--- src/rtl/pipe_pkg.sv ---
// Shared pipeline definitions: register-zero constant, ALU op encodings and
// the packed control bundle carried by the ID/EX, EX/MEM and MEM/WB registers.
package pipe_pkg;

  localparam int unsigned REG_ZERO = 0;
  localparam int unsigned ALU_OP_W = 4;

  typedef enum logic [ALU_OP_W-1:0] {
    ALU_ADD = 4'd0,
    ALU_SUB = 4'd1,
    ALU_AND = 4'd2,
    ALU_OR  = 4'd3,
    ALU_XOR = 4'd4,
    ALU_NOR = 4'd5,
    ALU_SLT = 4'd6,
    ALU_SLL = 4'd7,
    ALU_SRL = 4'd8,
    ALU_SRA = 4'd9,
    ALU_LUI = 4'd10
  } alu_op_e;

  typedef struct packed {
    logic                reg_write;
    logic                mem_read;
    logic                mem_write;
    logic                mem_to_reg;
    logic                alu_src;
    logic [ALU_OP_W-1:0] alu_op;
  } ctrl_t;

endpackage

--- src/rtl/load_use_detect.sv ---
// Combinational load-use hazard detector.
// Ports: ex_* describe the instruction currently in EX, id_* the one in ID;
// luh_o is high when ID needs a value that the load in EX has not yet read.
module load_use_detect #(
  parameter int unsigned REG_AW = 5
) (
  input  logic              ex_valid_i,
  input  logic              ex_mem_read_i,
  input  logic [REG_AW-1:0] ex_write_reg_i,
  input  logic              id_valid_i,
  input  logic [REG_AW-1:0] id_rs_i,
  input  logic [REG_AW-1:0] id_rt_i,
  input  logic              id_uses_rt_i,
  output logic              luh_o
);
  import pipe_pkg::*;

  logic rs_hit;
  logic rt_hit;

  always_comb begin
    rs_hit = (ex_write_reg_i == id_rs_i);
    rt_hit = id_uses_rt_i & (ex_write_reg_i == id_rt_i);
    luh_o  = ex_valid_i & ex_mem_read_i & (ex_write_reg_i != REG_AW'(REG_ZERO)) &
             id_valid_i & (rs_hit | rt_hit);
  end

endmodule

--- src/rtl/id_ex_stage.sv ---
// ID/EX pipeline register with load-use bubble insertion.
// Inputs: id_* decoded instruction, hold_i (freeze), flush_i (kill to bubble).
// Outputs: ex_* registered instruction for EX, stall_o (freeze PC and IF/ID),
// bubble_cnt_o saturating count of load-use bubbles.
module id_ex_stage #(
  parameter int unsigned DATA_W  = 32,
  parameter int unsigned REG_AW  = 5,
  parameter int unsigned ALUOP_W = 4,
  parameter int unsigned CNT_W   = 16
) (
  input  logic               clk_i,
  input  logic               rst_i,
  input  logic               hold_i,
  input  logic               flush_i,
  input  logic               id_valid_i,
  input  logic [DATA_W-1:0]  id_pc_i,
  input  logic [DATA_W-1:0]  id_rs_data_i,
  input  logic [DATA_W-1:0]  id_rt_data_i,
  input  logic [DATA_W-1:0]  id_imm_i,
  input  logic [REG_AW-1:0]  id_rs_i,
  input  logic [REG_AW-1:0]  id_rt_i,
  input  logic [REG_AW-1:0]  id_rd_i,
  input  logic               id_uses_rt_i,
  input  logic               id_reg_write_i,
  input  logic               id_mem_read_i,
  input  logic               id_mem_write_i,
  input  logic               id_mem_to_reg_i,
  input  logic               id_alu_src_i,
  input  logic               id_reg_dst_i,
  input  logic [ALUOP_W-1:0] id_alu_op_i,
  output logic               ex_valid_o,
  output logic [DATA_W-1:0]  ex_pc_o,
  output logic [DATA_W-1:0]  ex_rs_data_o,
  output logic [DATA_W-1:0]  ex_rt_data_o,
  output logic [DATA_W-1:0]  ex_imm_o,
  output logic [REG_AW-1:0]  ex_rs_o,
  output logic [REG_AW-1:0]  ex_rt_o,
  output logic [REG_AW-1:0]  ex_write_reg_o,
  output logic               ex_reg_write_o,
  output logic               ex_mem_read_o,
  output logic               ex_mem_write_o,
  output logic               ex_mem_to_reg_o,
  output logic               ex_alu_src_o,
  output logic [ALUOP_W-1:0] ex_alu_op_o,
  output logic               stall_o,
  output logic [CNT_W-1:0]   bubble_cnt_o
);
  import pipe_pkg::*;

  logic              valid_q,   valid_d;
  logic [DATA_W-1:0] pc_q,      pc_d;
  logic [DATA_W-1:0] rs_data_q, rs_data_d;
  logic [DATA_W-1:0] rt_data_q, rt_data_d;
  logic [DATA_W-1:0] imm_q,     imm_d;
  logic [REG_AW-1:0] rs_q,      rs_d;
  logic [REG_AW-1:0] rt_q,      rt_d;
  logic [REG_AW-1:0] wr_q,      wr_d;
  ctrl_t             ctrl_q,    ctrl_d;
  logic [CNT_W-1:0]  cnt_q,     cnt_d;
  ctrl_t             id_ctrl;
  logic              luh;

  load_use_detect #(.REG_AW(REG_AW)) u_luh (
    .ex_valid_i     (valid_q),
    .ex_mem_read_i  (ctrl_q.mem_read),
    .ex_write_reg_i (wr_q),
    .id_valid_i     (id_valid_i),
    .id_rs_i        (id_rs_i),
    .id_rt_i        (id_rt_i),
    .id_uses_rt_i   (id_uses_rt_i),
    .luh_o          (luh)
  );

  // A flushed ID instruction is discarded, so it must not freeze the front end.
  assign stall_o = luh & ~flush_i;

  always_comb begin
    id_ctrl.reg_write  = id_reg_write_i;
    id_ctrl.mem_read   = id_mem_read_i;
    id_ctrl.mem_write  = id_mem_write_i;
    id_ctrl.mem_to_reg = id_mem_to_reg_i;
    id_ctrl.alu_src    = id_alu_src_i;
    id_ctrl.alu_op     = ALU_OP_W'(id_alu_op_i);
  end

  always_comb begin
    valid_d   = valid_q;
    pc_d      = pc_q;
    rs_data_d = rs_data_q;
    rt_data_d = rt_data_q;
    imm_d     = imm_q;
    rs_d      = rs_q;
    rt_d      = rt_q;
    wr_d      = wr_q;
    ctrl_d    = ctrl_q;
    cnt_d     = cnt_q;
    if (hold_i) begin
      // keep everything
    end else if (flush_i || luh) begin
      valid_d   = 1'b0;
      pc_d      = '0;
      rs_data_d = '0;
      rt_data_d = '0;
      imm_d     = '0;
      rs_d      = '0;
      rt_d      = '0;
      wr_d      = '0;
      ctrl_d    = '0;
      if (!flush_i && cnt_q != '1) cnt_d = cnt_q + CNT_W'(1);
    end else begin
      valid_d   = id_valid_i;
      pc_d      = id_pc_i;
      rs_data_d = id_rs_data_i;
      rt_data_d = id_rt_data_i;
      imm_d     = id_imm_i;
      rs_d      = id_rs_i;
      rt_d      = id_rt_i;
      wr_d      = id_reg_dst_i ? id_rd_i : id_rt_i;
      ctrl_d    = id_valid_i ? id_ctrl : '0;
    end
  end

  always_ff @(posedge clk_i or posedge rst_i) begin
    if (rst_i) begin
      valid_q   <= 1'b0;
      pc_q      <= '0;
      rs_data_q <= '0;
      rt_data_q <= '0;
      imm_q     <= '0;
      rs_q      <= '0;
      rt_q      <= '0;
      wr_q      <= '0;
      ctrl_q    <= '0;
      cnt_q     <= '0;
    end else begin
      valid_q   <= valid_d;
      pc_q      <= pc_d;
      rs_data_q <= rs_data_d;
      rt_data_q <= rt_data_d;
      imm_q     <= imm_d;
      rs_q      <= rs_d;
      rt_q      <= rt_d;
      wr_q      <= wr_d;
      ctrl_q    <= ctrl_d;
      cnt_q     <= cnt_d;
    end
  end

  assign ex_valid_o      = valid_q;
  assign ex_pc_o         = pc_q;
  assign ex_rs_data_o    = rs_data_q;
  assign ex_rt_data_o    = rt_data_q;
  assign ex_imm_o        = imm_q;
  assign ex_rs_o         = rs_q;
  assign ex_rt_o         = rt_q;
  assign ex_write_reg_o  = wr_q;
  assign ex_reg_write_o  = ctrl_q.reg_write;
  assign ex_mem_read_o   = ctrl_q.mem_read;
  assign ex_mem_write_o  = ctrl_q.mem_write;
  assign ex_mem_to_reg_o = ctrl_q.mem_to_reg;
  assign ex_alu_src_o    = ctrl_q.alu_src;
  assign ex_alu_op_o     = ALUOP_W'(ctrl_q.alu_op);
  assign bubble_cnt_o    = cnt_q;

endmodule

--- config.mk ---
export PLATFORM = sky130hd
export DESIGN_NAME = id_ex_stage
export DESIGN_NICKNAME = d
export VERILOG_FILES = /design/src/rtl/pipe_pkg.sv /design/src/rtl/load_use_detect.sv /design/src/rtl/id_ex_stage.sv
export SDC_FILE = /design/constraint.sdc
export NUM_CORES = 1
export LEC_CHECK = 0
export CAP_MARGIN = 30
export CORE_MARGIN = 1
export CORE_UTILIZATION = 41
export CTS_BUF_LIST = sky130_fd_sc_hd__clkbuf_8
export DETAILED_ROUTE_END_ITERATION = 12
export GPL_TIMING_DRIVEN = 0
export HOLD_SLACK_MARGIN = 0.02
export PLACE_DENSITY = 0.83
export SLEW_MARGIN = 25
export SYNTH_ARGS = -nofsm -noshare
export SYNTH_HDL_FRONTEND = slang
export SYNTH_SLANG_ARGS = --single-unit
--- constraint.sdc ---
create_clock -name clk_i -period 7.38 [get_ports clk_i]
set_clock_uncertainty 0.05 [all_clocks]
set_input_delay 1.476 -clock clk_i [delete_from_list [all_inputs] [get_ports clk_i]]
set_output_delay 1.476 -clock clk_i [all_outputs]
set_load 0.05 [all_outputs]
==> impl_metrics.env, run 1 <==
export IMPL_cts_tree="done"
export IMPL_grt_overflow_total=0
export IMPL_synth_cell_types=28
export IMPL_postRouteAntennaNets=0
export IMPL_cts_made_buffers=17
export IMPL_antenna_found_initial=1
export IMPL_final_cell_mix="327 x clkdlybuf4s50_1, 169 x dfrtp_1, 144 x a22o_1, 25 x xnor2_1, 19 x clkbuf_1"
export IMPL_synth_warning_count=0
export IMPL_grt_setup_unrepaired="no"
export IMPL_start_kind="input port"
export IMPL_period_share_pct=79.1
export IMPL_rr_startpoint="ex_write_reg_o[1]"
export IMPL_io_buffer_count=327
export IMPL_path_clk_slew_ps=90
export IMPL_cpPeakStageDelay_ps=800
export IMPL_viasPerCell=5.36
export IMPL_worst_hold_startpoint="ex_alu_op_o[2]"
export IMPL_critPathTopFamily="buffers and inverters"
export IMPL_dr_pass1_iters=4
export IMPL_status="finished, final reports clean"
export IMPL_yosysSeqAreaShare_pct=66.4
export IMPL_path_class="in2out"
export IMPL_power_density_nw_per_um2=220
export IMPL_worstPathRequired_ps=5850
export IMPL_routed_wl_um=19400
export IMPL_use_met1_pct=27.9
export IMPL_final_nets=950
export IMPL_ctsResizeCount=0
export IMPL_synth_seq_cells=169
export IMPL_p_sw_share_pct=33.4
export IMPL_hp_class="reg2reg"
export IMPL_power_share_sequential_pct=45.6
export IMPL_worstPathMaxFanout=10
export IMPL_busiest_layer="met2"
export IMPL_cp_arrival_ps=4310
export IMPL_crit_path_start="id_rt_i[2]"
export IMPL_path_buf_inv=3
export IMPL_place_congestion=0.867
export IMPL_fp_coreArea_um2=15200
export IMPL_worst_pin_slew_ps=826
export IMPL_fin_total_pwr_w=0.00226
export IMPL_hold_buffers=0
export IMPL_grt_max_degree=93
export IMPL_dp_hpwl_um=14800
export IMPL_grt_use_met3_pct=8.22
export IMPL_path_cells="clkdlybuf4s50_1 -> xnor2_1 -> nand4_1 -> o22ai_1 -> clkbuf_1 -> nand2_1 -> nor2_1 -> clkdlybuf4s50_1"
export IMPL_syn2layout_area_growth_pct=61.6
export IMPL_maxCapViolCount=0
export IMPL_relSlewSlack_pct=44.5
export IMPL_track_usage_pct=24.9
export IMPL_clock_latency_ps=450
export IMPL_post_place_ws_ps=1530
export IMPL_peakVddDrop_mv=0.116
export IMPL_initial_core_util_pct=41.9
export IMPL_die_h_um=127
export IMPL_setup_viol=0
export IMPL_postCtsSetupBuffers=0
export IMPL_drt_iter0_markers=324
export IMPL_fmax_mhz=171
export IMPL_n_fill_cell=1112
export IMPL_endpoint_kind="output pin"
export IMPL_route_detailed_drc=0
export IMPL_htree_num_levels=4
export IMPL_crit_top_cell="clkdlybuf4s50_1"
export IMPL_final_common_cell="clkdlybuf4s50_1"
export IMPL_layout_drive_gt1_share_pct=7.22
export IMPL_finalCriticalPeriod_ps=5840
export IMPL_slowest_stage="clkdlybuf4s50_1"
export IMPL_syn_inst=443
export IMPL_use_met2_pct=43.5
export IMPL_die_area_um2=16000
export IMPL_first_global_vias=5591
export IMPL_layout_setup_ws_ps=1540
export IMPL_clockPowerShare_pct=28.0
export IMPL_power_switching_w=0.000755
export IMPL_rows=45
export IMPL_p_int_w=0.00151
export IMPL_num_vias=5322
export IMPL_avgSynthCellArea_um2=14.4
export IMPL_ios=329
export IMPL_root_buffer="clkbuf_8"
export IMPL_hold_viol_final=0
export IMPL_final_core_util_pct=67.7
export IMPL_drv_slew=0
export IMPL_wire_per_inst_um=19.6
export IMPL_die_w_um=127
export IMPL_p_comb_share_pct=26.4
export IMPL_grt_pass1_wl_um=30400
export IMPL_synth_area_um2=6370
export IMPL_clock_sinks=169
export IMPL_synthesis_nets=603
export IMPL_cellLeakagePower_nw=4.47
export IMPL_clockBufferDepth=2
==> metal layers <==
| metal | share of wire, % | vias to the layer above |
|---|---|---|
| met4 | 3.0 | 0 |
| met2 | 51 | 261 |
| li1 | - | 2393 |
| met1 | 38 | 2626 |
| met3 | 7.9 | 42 |
| met5 | 0 | - |
==> final timing paths <==
check	end	slack, ps	cells after the start
worst max-delay path	stall_o	1540	8
worst min-delay path	ex_alu_op_o[2]	450	1
worst max register to register	ex_pc_o[11]	4770	7
worst min register to register	ex_alu_op_o[2]	450	1
max in group asynchronous	ex_alu_op_o[3]	5030	3
min in group asynchronous	ex_rs_data_o[17]	1430	2
==> area by class of cell <==
type / count / area, um2 / share of cell area, %
sequential: 169 / 4230 / 41.1
timing repair buffer: 328 / 3300 / 32.1
multi-input combinational: 237 / 1930 / 18.8
tap: 188 / 235 / 2.29
clock buffer: 17 / 234 / 2.27
buffer: 35 / 198 / 1.92
clock inverter: 15 / 144 / 1.40
inverter: 2 / 15.0 / 0.146
antenna: 1 / 2.50 / 0.0243
==> cell families after synthesis <==
family | after synthesis | synth area share, %
compound gates | 156 | 21.6
buf+inv | 37 | 3.22
simple gates | 49 | 4.07
mux | 6 | 1.06
xor+xnor | 25 | 3.44
flops | 169 | 66.4
fa+ha+maj | 1 | 0.196
==> registers in the layout, indices dropped and copies added, names as in the netlist <==
name             count
ex_rt_o              5
ex_imm_o            32
ex_mem_write_o       1
ex_mem_to_reg_o      1
ex_rs_data_o        32
ex_mem_read_o        1
ex_rs_o              5
ex_rt_data_o        32
ex_alu_op_o          4
ex_valid_o           1
ex_pc_o             32
ex_reg_write_o       1
ex_write_reg_o       5
bubble_cnt_o        16
ex_alu_src_o         1
==> power by group through the flow <==
stage,registers [W],logic (W),clock network [W]
final,0.00103,0.000596,0.000634
after global routing,0.00104,0.000622,0.000695
after CTS,0.00103,0.000602,0.000645
after detailed placement,0.00105,0.000600,0
after global placement,0.00105,0.000590,0
after floorplan,0.00127,0.000111,0
==> metrics by stage <==
| step | hold WS (ps) | cells | TNS, ps | area, um2 |
|---|---|---|---|---|
| after floorplan | 752 | 443 | 0 | 6370 |
| after global placement | 426 | 958 | -103080 | 9880 |
| after detailed placement | 430 | 959 | 0 | 9910 |
| after CTS | 451 | 991 | 0 | 10300 |
| after global routing | 471 | 992 | 0 | 10300 |
| final | 447 | 992 | 0 | 10300 |
==> Yosys cell counts <==
cell,n,share of area [%]
clkbuf_1,19,1.1
or4_1,1,0.12
nand4_1,8,0.79
nor3_1,3,0.24
and3_1,2,0.20
buf_2,8,0.63
or2_1,2,0.20
o21ai_2,1,0.14
a21oi_2,1,0.14
ha_1,1,0.20
a32o_1,9,1.4
nor4_1,4,0.39
mux2_2,5,0.88
nand3b_1,1,0.12
o22ai_1,1,0.098
nand2_1,10,0.59
xnor2_1,25,3.4
and4_1,1,0.14
buf_4,1,0.12
dfrtp_1,169,66
nand3_1,11,0.86
inv_2,1,0.059
a22o_1,144,20
mux2_1,1,0.18
nor2_1,5,0.29
inv_1,1,0.059
buf_6,7,1.2
nand4b_1,1,0.14
No activity file was read; power rests on OpenSTA's default activity.
==> run 2: changes to the inputs <==
Settings changed: CORE_UTILIZATION 41 to 37, PLACE_DENSITY 0.83 to 0.79.
Clock period 7.38 ns to 5.3 ns, I/O delays scaled along.
==> run 2 against run 1 <==
  * Final cell count rose by 3.6%
  * Setup slack got worse by 1300 ps
  * Total power rose by 40%
  * Critical path depth did not move
  * Highest routed layer unchanged
==> impl_metrics.env, run 2 (synthesis gave the netlist of run 1 again) <==
export IMPL_status="finished, final reports clean"
export IMPL_initial_core_util_pct=38.1
export IMPL_maxCapViolCount=0
export IMPL_io_buffer_count=327
export IMPL_endpoint_kind="output pin"
export IMPL_routed_wl_um=20000
export IMPL_period_share_pct=95.7
export IMPL_antenna_found_initial=1
export IMPL_power_switching_w=0.00101
export IMPL_final_common_cell="clkdlybuf4s50_1"
export IMPL_path_class="in2out"
export IMPL_htree_num_levels=4
export IMPL_die_area_um2=17700
export IMPL_crit_top_cell="clkdlybuf4s50_1"
export IMPL_final_nets=954
export IMPL_hold_buffers=0
export IMPL_die_w_um=133
export IMPL_track_usage_pct=23.0
export IMPL_grt_overflow_total=0
export IMPL_p_sw_share_pct=31.9
export IMPL_cpPeakStageDelay_ps=820
export IMPL_worstPathMaxFanout=10
export IMPL_setup_tns_final_ps=0
export IMPL_ios=329
export IMPL_dr_pass1_iters=4
export IMPL_clockPowerShare_pct=28.4
export IMPL_place_congestion=0.857
export IMPL_layout_drive_gt1_share_pct=7.31
export IMPL_ctsResizeCount=0
export IMPL_final_cell_mix="327 x clkdlybuf4s50_1, 169 x dfrtp_1, 144 x a22o_1, 25 x xnor2_1"
export IMPL_hp_class="reg2reg"
export IMPL_root_buffer="clkbuf_8"
export IMPL_hold_viol_final=0
export IMPL_clock_latency_ps=450
export IMPL_worst_pin_slew_ps=824
export IMPL_postRouteAntennaNets=0
export IMPL_route_detailed_drc=0
export IMPL_start_kind="input port"
export IMPL_drt_iter0_markers=169
export IMPL_finalCriticalPeriod_ps=5070
export IMPL_grt_max_degree=34
export IMPL_cts_tree="done"
export IMPL_fin_area_um2=10400
export IMPL_cellLeakagePower_nw=4.51
export IMPL_place_area_um2=10000
export IMPL_die_h_um=133
export IMPL_fp_coreArea_um2=16700
export IMPL_path_clk_slew_ps=80
export IMPL_slowest_stage="clkdlybuf4s50_1"
export IMPL_grt_pass1_wl_um=31400
export IMPL_p_int_w=0.00216
export IMPL_dp_hpwl_um=15300
export IMPL_power_share_sequential_pct=45.3
export IMPL_power_density_nw_per_um2=305
export IMPL_cp_arrival_ps=3960
export IMPL_regArea_um2=4230
export IMPL_multi_input_area_um2=1930
export IMPL_postCtsSetupBuffers=0
export IMPL_clock_sinks=169
export IMPL_setup_viol=0
export IMPL_peakVddDrop_mv=0.153
export IMPL_worstPathRequired_ps=4190
export IMPL_fmax_mhz=197
export IMPL_relSlewSlack_pct=44.7
export IMPL_n_fill_cell=1295
export IMPL_rows=47
export IMPL_clockBufferDepth=2
export IMPL_syn2layout_area_growth_pct=63.5
export IMPL_path_cells="clkdlybuf4s50_1 -> xnor2_1 -> nand3_1 -> o22ai_1 -> clkbuf_1 -> nand2_1 -> nor2_1 -> clkdlybuf4s50_1"
export IMPL_num_vias=5409
export IMPL_first_global_vias=5711
export IMPL_cts_made_buffers=17
export IMPL_drv_slew=0
export IMPL_grt_setup_unrepaired="no"
export IMPL_wire_per_inst_um=19.4
export IMPL_p_comb_share_pct=26.4
export IMPL_viasPerCell=5.26
[run 2: per-stage QoR]
stage / util (%) / total power [W] / hold slack, ps / setup WS, ps / std cells
2_1_floorplan: - / 0.00192 / 752 / 1480 / 443
3_3_place_gp: 59.4 / 0.00228 / 427 / 299 / 990
3_5_place_dp: 60.0 / 0.00230 / 431 / 234 / 995
4_1_cts: 62.3 / 0.00321 / 450 / 237 / 1027
5_1_grt: 62.4 / 0.00330 / 475 / 103 / 1028
6_report: 62.4 / 0.00317 / 446 / 229 / 1028
[run 2: critical path, delay by kind of cell]
family / cells / cell delay, ps
AND/OR/NAND/NOR: 3 / 370
AO/OA/AOI/OAI: 1 / 610
buffers and inverters: 3 / 1690
XOR/XNOR: 1 / 230
[run 2: final timing paths]
path / end / slack, ps / cells after the start / start
hold / removal: ex_mem_to_reg_o / 450 / 1 / ex_mem_to_reg_o
hold reg to reg: ex_mem_to_reg_o / 450 / 1 / ex_mem_to_reg_o
max in group asynchronous: bubble_cnt_o[14] / 3550 / 4 / rst_i
min in group asynchronous: ex_imm_o[15] / 900 / 2 / rst_i
setup reg to reg: ex_imm_o[20] / 2690 / 7 / ex_write_reg_o[4]
setup / recovery: stall_o / 230 / 8 / id_rs_i[4]
[run 2: routing by layer]
metal | GRT usage (%) | part of all wire [%] | up-vias
li1 | - | - | 2404
met1 | 26.5 | 39 | 2684
met2 | 39.0 | 50 | 267
met3 | 6.93 | 7.3 | 54
met4 | 11.6 | 3.9 | 0
met5 | 0 | 0 | -
[run 2: cell type report]
cell class / count / area share [%]
sequential: 169 / 40.6
timing repair buffer: 332 / 32.4
multi-input combinational: 237 / 18.6
tap: 220 / 2.64
clock buffer: 19 / 2.51
buffer: 35 / 1.90
clock inverter: 13 / 1.25
inverter: 2 / 0.108
antenna: 1 / 0.0240
[run 2: power by group through the flow]
stage / Sequential, W / Combinational [W] / Clock [W]
CTS: 0.00144 / 0.000843 / 0.000929
global placement: 0.00146 / 0.000820 / 0
finish: 0.00144 / 0.000837 / 0.000899
detailed placement: 0.00146 / 0.000840 / 0
floorplan: 0.00177 / 0.000155 / 0
global route: 0.00145 / 0.000872 / 0.000980
